### src/rtl/uart_pkg.sv
// Shared definitions for the multi-byte UART transmitter.
//   state_e    : frame FSM states
//   Oversample : ticks per bit
//   calc_div   : baud divider from clock (MHz) and line rate (bit/s), floor, minimum 1
//   parity8    : even parity of one byte
package uart_pkg;

  localparam int unsigned Oversample = 16;

  typedef enum logic [2:0] {
    StIdle,
    StStart,
    StData,
    StParity,
    StStop
  } state_e;

  function automatic int unsigned calc_div(input int unsigned clk_mhz,
                                           input int unsigned baud);
    int unsigned d;
    d = (clk_mhz * 1000000) / (baud * Oversample);
    return (d == 0) ? 1 : d;
  endfunction

  function automatic logic parity8(input logic [7:0] b);
    return ^b;
  endfunction

endpackage

### src/rtl/uart_word_fifo.sv
// Synchronous word FIFO with wrapping pointers and an occupancy count.
// Ports:
//   clk_i, rst_i      : clock, synchronous active-high reset
//   push_i, wdata_i   : write request and data (ignored when full unless popping)
//   pop_i, rdata_o    : read request and head-of-queue data (combinational)
//   empty_o, full_o   : status, derived from the count register
module uart_word_fifo
  import uart_pkg::*;
#(
  parameter int unsigned Width = 16,
  parameter int unsigned Depth = 4
) (
  input  logic             clk_i,
  input  logic             rst_i,
  input  logic             push_i,
  input  logic [Width-1:0] wdata_i,
  input  logic             pop_i,
  output logic [Width-1:0] rdata_o,
  output logic             empty_o,
  output logic             full_o
);

  localparam int unsigned PtrW = $clog2(Depth);

  logic [Width-1:0] mem_q [Depth];
  logic [PtrW-1:0]  wr_ptr_q, rd_ptr_q;
  logic [PtrW:0]    count_q;
  logic             push_ok, pop_ok;

  assign empty_o = (count_q == '0);
  assign full_o  = (count_q == (PtrW + 1)'(Depth));
  assign rdata_o = mem_q[rd_ptr_q];

  // A push while full is accepted only when a pop frees the head slot in the same cycle.
  assign push_ok = push_i && (!full_o || pop_i);
  assign pop_ok  = pop_i && !empty_o;

  always_ff @(posedge clk_i) begin
    if (push_ok) begin
      mem_q[wr_ptr_q] <= wdata_i;
    end
  end

  always_ff @(posedge clk_i) begin
    if (rst_i) begin
      wr_ptr_q <= '0;
      rd_ptr_q <= '0;
      count_q  <= '0;
    end else begin
      if (push_ok) wr_ptr_q <= wr_ptr_q + 1'b1;
      if (pop_ok)  rd_ptr_q <= rd_ptr_q + 1'b1;
      case ({push_ok, pop_ok})
        2'b10:   count_q <= count_q + 1'b1;
        2'b01:   count_q <= count_q - 1'b1;
        default: count_q <= count_q;
      endcase
    end
  end

endmodule

### src/rtl/uart_word_tx.sv
// Multi-byte UART transmitter: captures a word on each rising edge of wr_uart into a
// word FIFO and sends it as back-to-back 8N1 frames (even parity when
// UART_WORD_TX_PARITY_EN is defined).
// Ports:
//   clk, reset : clock, synchronous active-high reset
//   wr_uart    : write request level; its rising edge captures data_in
//   data_in    : WORD_BYTES*8-bit word
//   tx         : serial line, idles high (registered)
//   busy       : frame in progress or FIFO non-empty
//   full       : word FIFO full
//   overflow   : sticky, a capture was dropped
// Optional feature macro: UART_WORD_TX_PARITY_EN
module uart_word_tx
  import uart_pkg::*;
#(
  parameter int unsigned CLK_MHZ    = 100,
  parameter int unsigned BAUD_RATE  = 19200,
  parameter int unsigned WORD_BYTES = 2,
  parameter int unsigned FIFO_DEPTH = 4,
  parameter int unsigned MSB_FIRST  = 1,
  parameter int unsigned SB_TICK    = 16
) (
  input  logic                    clk,
  input  logic                    reset,
  input  logic                    wr_uart,
  input  logic [WORD_BYTES*8-1:0] data_in,
  output logic                    tx,
  output logic                    busy,
  output logic                    full,
  output logic                    overflow
);

  localparam int unsigned Div   = calc_div(CLK_MHZ, BAUD_RATE);
  localparam int unsigned CntW  = (Div > 1) ? $clog2(Div) : 1;
  localparam int unsigned WordW = WORD_BYTES * 8;
  localparam int unsigned TickW = 8;

  localparam logic [CntW-1:0]  LastCnt  = CntW'(Div - 1);
  localparam logic [TickW-1:0] LastBit  = TickW'(Oversample - 1);
  localparam logic [TickW-1:0] LastSb   = TickW'(SB_TICK - 1);
  localparam logic [2:0]       LastByte = 3'(WORD_BYTES - 1);

  state_e           state_q, state_d;
  logic [CntW-1:0]  baud_q, baud_d;
  logic [TickW-1:0] s_q, s_d;
  logic [2:0]       n_q, n_d;
  logic [2:0]       b_q, b_d;
  logic [WordW-1:0] word_q, word_d;
  logic             wr_q;
  logic             tx_q, tx_d;
  logic             ovf_q, ovf_d;

  logic             capture, pop, tick;
  logic [WordW-1:0] fifo_rdata;
  logic             fifo_empty, fifo_full;
  logic [7:0]       cur_byte;
  logic [WordW-1:0] word_next;

  assign capture = wr_uart && !wr_q;

  uart_word_fifo #(
    .Width(WordW),
    .Depth(FIFO_DEPTH)
  ) u_fifo (
    .clk_i  (clk),
    .rst_i  (reset),
    .push_i (capture),
    .wdata_i(data_in),
    .pop_i  (pop),
    .rdata_o(fifo_rdata),
    .empty_o(fifo_empty),
    .full_o (fifo_full)
  );

  // Counter parked at 0 in idle so the first bit of a frame is full length.
  assign tick = (state_q != StIdle) && (baud_q == LastCnt);

  always_comb begin
    baud_d = baud_q;
    if (state_q == StIdle || tick) baud_d = '0;
    else                           baud_d = baud_q + 1'b1;
  end

  assign cur_byte  = (MSB_FIRST != 0) ? word_q[WordW-1 -: 8] : word_q[7:0];
  assign word_next = (MSB_FIRST != 0) ? (word_q << 8) : (word_q >> 8);

  always_comb begin
    state_d = state_q;
    s_d     = s_q;
    n_d     = n_q;
    b_d     = b_q;
    word_d  = word_q;
    pop     = 1'b0;
    case (state_q)
      StIdle: begin
        if (!fifo_empty) begin
          pop     = 1'b1;
          word_d  = fifo_rdata;
          b_d     = '0;
          s_d     = '0;
          state_d = StStart;
        end
      end
      StStart: begin
        if (tick) begin
          if (s_q == LastBit) begin
            s_d     = '0;
            n_d     = '0;
            state_d = StData;
          end else begin
            s_d = s_q + 1'b1;
          end
        end
      end
      StData: begin
        if (tick) begin
          if (s_q == LastBit) begin
            s_d = '0;
            if (n_q == 3'd7) begin
`ifdef UART_WORD_TX_PARITY_EN
              state_d = StParity;
`else
              state_d = StStop;
`endif
            end else begin
              n_d = n_q + 1'b1;
            end
          end else begin
            s_d = s_q + 1'b1;
          end
        end
      end
`ifdef UART_WORD_TX_PARITY_EN
      StParity: begin
        if (tick) begin
          if (s_q == LastBit) begin
            s_d     = '0;
            state_d = StStop;
          end else begin
            s_d = s_q + 1'b1;
          end
        end
      end
`endif
      StStop: begin
        if (tick) begin
          if (s_q == LastSb) begin
            s_d = '0;
            if (b_q != LastByte) begin
              b_d     = b_q + 1'b1;
              word_d  = word_next;
              state_d = StStart;
            end else if (!fifo_empty) begin
              // Chain straight into the next queued word, no idle gap.
              pop     = 1'b1;
              word_d  = fifo_rdata;
              b_d     = '0;
              state_d = StStart;
            end else begin
              state_d = StIdle;
            end
          end else begin
            s_d = s_q + 1'b1;
          end
        end
      end
      default: state_d = StIdle;
    endcase
  end

  // Line level is registered from the current state, giving a glitch-free pin.
  always_comb begin
    tx_d = 1'b1;
    case (state_q)
      StStart:  tx_d = 1'b0;
      StData:   tx_d = cur_byte[n_q];
`ifdef UART_WORD_TX_PARITY_EN
      StParity: tx_d = parity8(cur_byte);
`endif
      default:  tx_d = 1'b1;
    endcase
  end

  assign ovf_d = ovf_q | (capture && fifo_full && !pop);

  always_ff @(posedge clk) begin
    if (reset) begin
      state_q <= StIdle;
      baud_q  <= '0;
      s_q     <= '0;
      n_q     <= '0;
      b_q     <= '0;
      word_q  <= '0;
      wr_q    <= 1'b1;  // a request held through reset is not a rising edge
      tx_q    <= 1'b1;
      ovf_q   <= 1'b0;
    end else begin
      state_q <= state_d;
      baud_q  <= baud_d;
      s_q     <= s_d;
      n_q     <= n_d;
      b_q     <= b_d;
      word_q  <= word_d;
      wr_q    <= wr_uart;
      tx_q    <= tx_d;
      ovf_q   <= ovf_d;
    end
  end

  assign tx       = tx_q;
  assign busy     = (state_q != StIdle) || !fifo_empty;
  assign full     = fifo_full;
  assign overflow = ovf_q;

endmodule

### config.mk
export PLATFORM = sky130hd
export DESIGN_NAME = uart_word_tx
export DESIGN_NICKNAME = d
export VERILOG_FILES = /design/src/rtl/uart_pkg.sv /design/src/rtl/uart_word_fifo.sv /design/src/rtl/uart_word_tx.sv
export SDC_FILE = /design/constraint.sdc
export NUM_CORES = 1
export LEC_CHECK = 0
export ABC_AREA = 1
export CAP_MARGIN = 20
export CORE_UTILIZATION = 59
export DETAILED_ROUTE_END_ITERATION = 16
export PLACE_DENSITY = 0.78
export SYNTH_ARGS = -nofsm -noshare
export SYNTH_HDL_FRONTEND = slang
export SYNTH_HIERARCHICAL = 1
export SYNTH_SLANG_ARGS = --single-unit
### constraint.sdc
create_clock -name clk -period 7.8 [get_ports clk]
set_input_delay 1.56 -clock clk [delete_from_list [all_inputs] [get_ports clk]]
set_output_delay 1.56 -clock clk [all_outputs]
set_load 0.03 [all_outputs]
==> parameters.txt <==
Parameter                              Value

Drt
  Number of iterations in the first detailed-routing pass ... 5
  Overall via count from detail_route ... 4230
  Number of DRC violations after detailed routing ... 0
  Drt wl/cell ... 14.3 um
  Drt via density ... 5.51
  Total routed wirelength ... 11000 um
  Iter 0 DRT Violations ... 321
  Remaining antenna violation count ... 0

Clock network
  Clock latency on the worst-skew pair ... 530 ps
  CTS Root Buffer Type ... clkbuf_8
  Number of clock sinks ... 118
  Clock buffers created by TritonCTS ... 17
  Clock transition at the registers of the reported paths ... 60 ps
  TritonCTS clock tree ... yes
  Hold buffer count at cts ... 0
  Count of cells resized by post-cts repair ... 0
  Maximum clock insertion buffer count ... 2
  H-tree depth ... 4
  Setup bufs post-CTS ... 0

Synthesis
  Most instantiated cells after synthesis ... nand2_1, nor2_1, inv_1
  Cell type with the highest aggregate area in the netlist ... edfxtp_1
  Total of flip-flops plus latches after synthesis ... 118
  Number of different library cells in the post-synthesis netlist ... 37
  Synthesized area divided by synthesized cell count ... 8.90 sq um
  Share of Yosys cell area claimed by the top area cell type ... 0.349
  Warnings, synthesis ... 6
  Library cell with the highest instance count after synthesis ... nand2_1
  Biggest area contributors in the synthesized netlist ... edfxtp_1, dfxtp_1, nand2_1
  Count of flip-flops with a built-in enable after synthesis ... 64
  Commonest register cell after synthesis ... edfxtp_1
  Net count after synthesis ... 651
  Post-synth design cell area ... 0.00551 sq mm
  Asr flop ratio synth ... 0
  Part of the Yosys area used for sequential elements ... 0.545
  Synthesized instance count ... 619

Cells and area
  Layout filler cell count ... 606
  Final net count ... 679
  Synthesis-to-layout area growth ... 16.3%
  Layout cell share with drive strength beyond 1 ... 0.115
  Antenna cells ... 0
  Final Instance Area ... 0.00641 sq mm

Run status
  Status ... finished clean

Global routing
  Remaining Overflow, GRT ... 0
  Largest net degree at the start of global routing ... 34
  Total global routing track utilization ... 0.248
  First-pass GRT wire length ... 18500 um
  Number of antenna violations at the first check in global routing ... 0
  Vias in the first global route ... 4201

Power
  Power Total ... 0.00204 W
  Areal power density over the cells ... 319 mW/mm^2
  Standby leakage power ... 2.54 nW
  Worst vdd ir ... 0.207 mV

STA
  Setup repair after global routing missed its margin ... false
  Tightest hold margin ... 452 ps
  Achievable Freq ... 253 MHz
  Post-Route Skew ... 7.56 ps
  Actual transition at the worst max-transition pin ... 810 ps
  Number of max-slew violations in the final report ... 0
  Total negative slack for setup checks ... 0 ps
  Post-layout worst setup margin ... 3850 ps
  Hold violation count in the final report ... 0
  Final setup violation count ... 0
  Relative slew slack ... 0.459
  Post-layout minimum cycle time ... 3950 ps
  Share of the clock period used by the worst path after layout ... 0.507

Critical path
  WP data arrival ... 2390 ps
  Delay contributed by the slowest stage of the critical path ... 640 ps
  Worst-path cell chain ... nor2_2 > nand2_2 > inv_1 > nand3_1 > clkdlybuf4s50_1
  CP Launch Type ... flop
  Crit path max fanout ... 18
  Sort of element at the end of the critical path ... output pin
  Data required time of the worst path ... 6240 ps
  Setup Crit Path Kind ... reg -> out
  Slowest stage cell, crit path ... clkdlybuf4s50_1

Placed design
  Placement-stage worst setup slack ... 4230 ps
  HPWL after detailed placement ... 7130 um
  Gp weighted congestion ... 0.803
  Count of buffers inserted at the top-level ports ... 22
  Placed Area ... 0.00579 sq mm

Run
  Reported max-cap violation count ... 0

Floorplanning
  FP Rows ... 34
  Die Span X ... 98.6 um
  Ports ... 23
  Die area ... 0.00973 sq mm
  Starting Density ... 0.620
  Total core area ... 0.00889 sq mm
  Overall die height ... 98.6 um

Hold path
  Worst min-delay path class ... reg -> reg
[cells in the final DEF (no fill, tap or decap), types with 5 or more instances in the layout]
master           netlist  routed
a21oi_1               21      21
and3_1                 8       8
buf_4                  4       5
clkbuf_16              0      16
clkdlybuf4s50_1        0      22
dfxtp_1               54      54
edfxtp_1              64      64
ha_1                  12      12
inv_1                 65      65
inv_2                  5       5
nand2_1              108     108
nand2_2                8       8
nand2_4                9       9
nand3_1               43      43
nor2_1                97      97
nor2_2                 8       8
o21ai_0               23      23
o21ai_1               29      29
o22ai_1               16      16
[worst paths after layout]
check                                       start                end  slack, ps  cells after the start
worst min-delay path                     overflow           overflow        450                      2
worst max-delay path            u_fifo/count_q[1]               busy       3850                      5
worst min register to register           overflow           overflow        450                      2
worst max register to register  u_fifo/count_q[1]  u_fifo/count_q[2]       4590                     18
[logic make-up after synthesis]
family          Yosys count  share of synthesized area
compound gates           94                     0.0915
xor+xnor                  4                    0.00636
fa+ha+maj                13                     0.0309
buf+inv                  90                     0.0695
flops                   118                      0.545
simple gates            300                      0.257
[final cells by class]
cell class,instances,area (sq um),area share
multi-input cells,411,2120,0.331
clock inverters,15,203,0.0316
repair buffers,27,258,0.0402
well taps,108,135,0.0211
flip-flops and latches,118,3000,0.469
clock buffers,17,414,0.0646
inverters,72,270,0.0422
[worst max-delay path, delay by kind of cell, from the launching register on]
kind | cells | cell delay (ps)
buf+inv | 2 | 1050
simple gates | 3 | 470
flops | 1 | 340
[registers in the layout, indices dropped and copies added (netlist names), 2 cells and up, named ones only]
name             count
b_q                  3
s_q                  8
u_fifo/wr_ptr_q      2
u_fifo/mem_q        64
n_q                  3
u_fifo/rd_ptr_q      2
baud_q               9
word_q              16
state_q              3
u_fifo/count_q       3
[report_power, final]
part / switching, W / internal, W
logic: 0.000337 / 0.000156
registers: 0.0000344 / 0.000707
clock network: 0.000287 / 0.000521
total: 0.000658 / 0.00138
[per-layer routing]
layer	routed length, um	global-route usage
met5	0	0
met4	230	0.134
met3	506	0.0759
met2	5440	0.407
met1	4800	0.293
[per-stage QoR]
stage,instances,utilization
after floorplan,619,-
after global placement,736,0.651
after detailed placement,736,0.651
after CTS,768,0.721
after global routing,768,0.721
final,768,0.721
(Power assumes the default switching activity.)
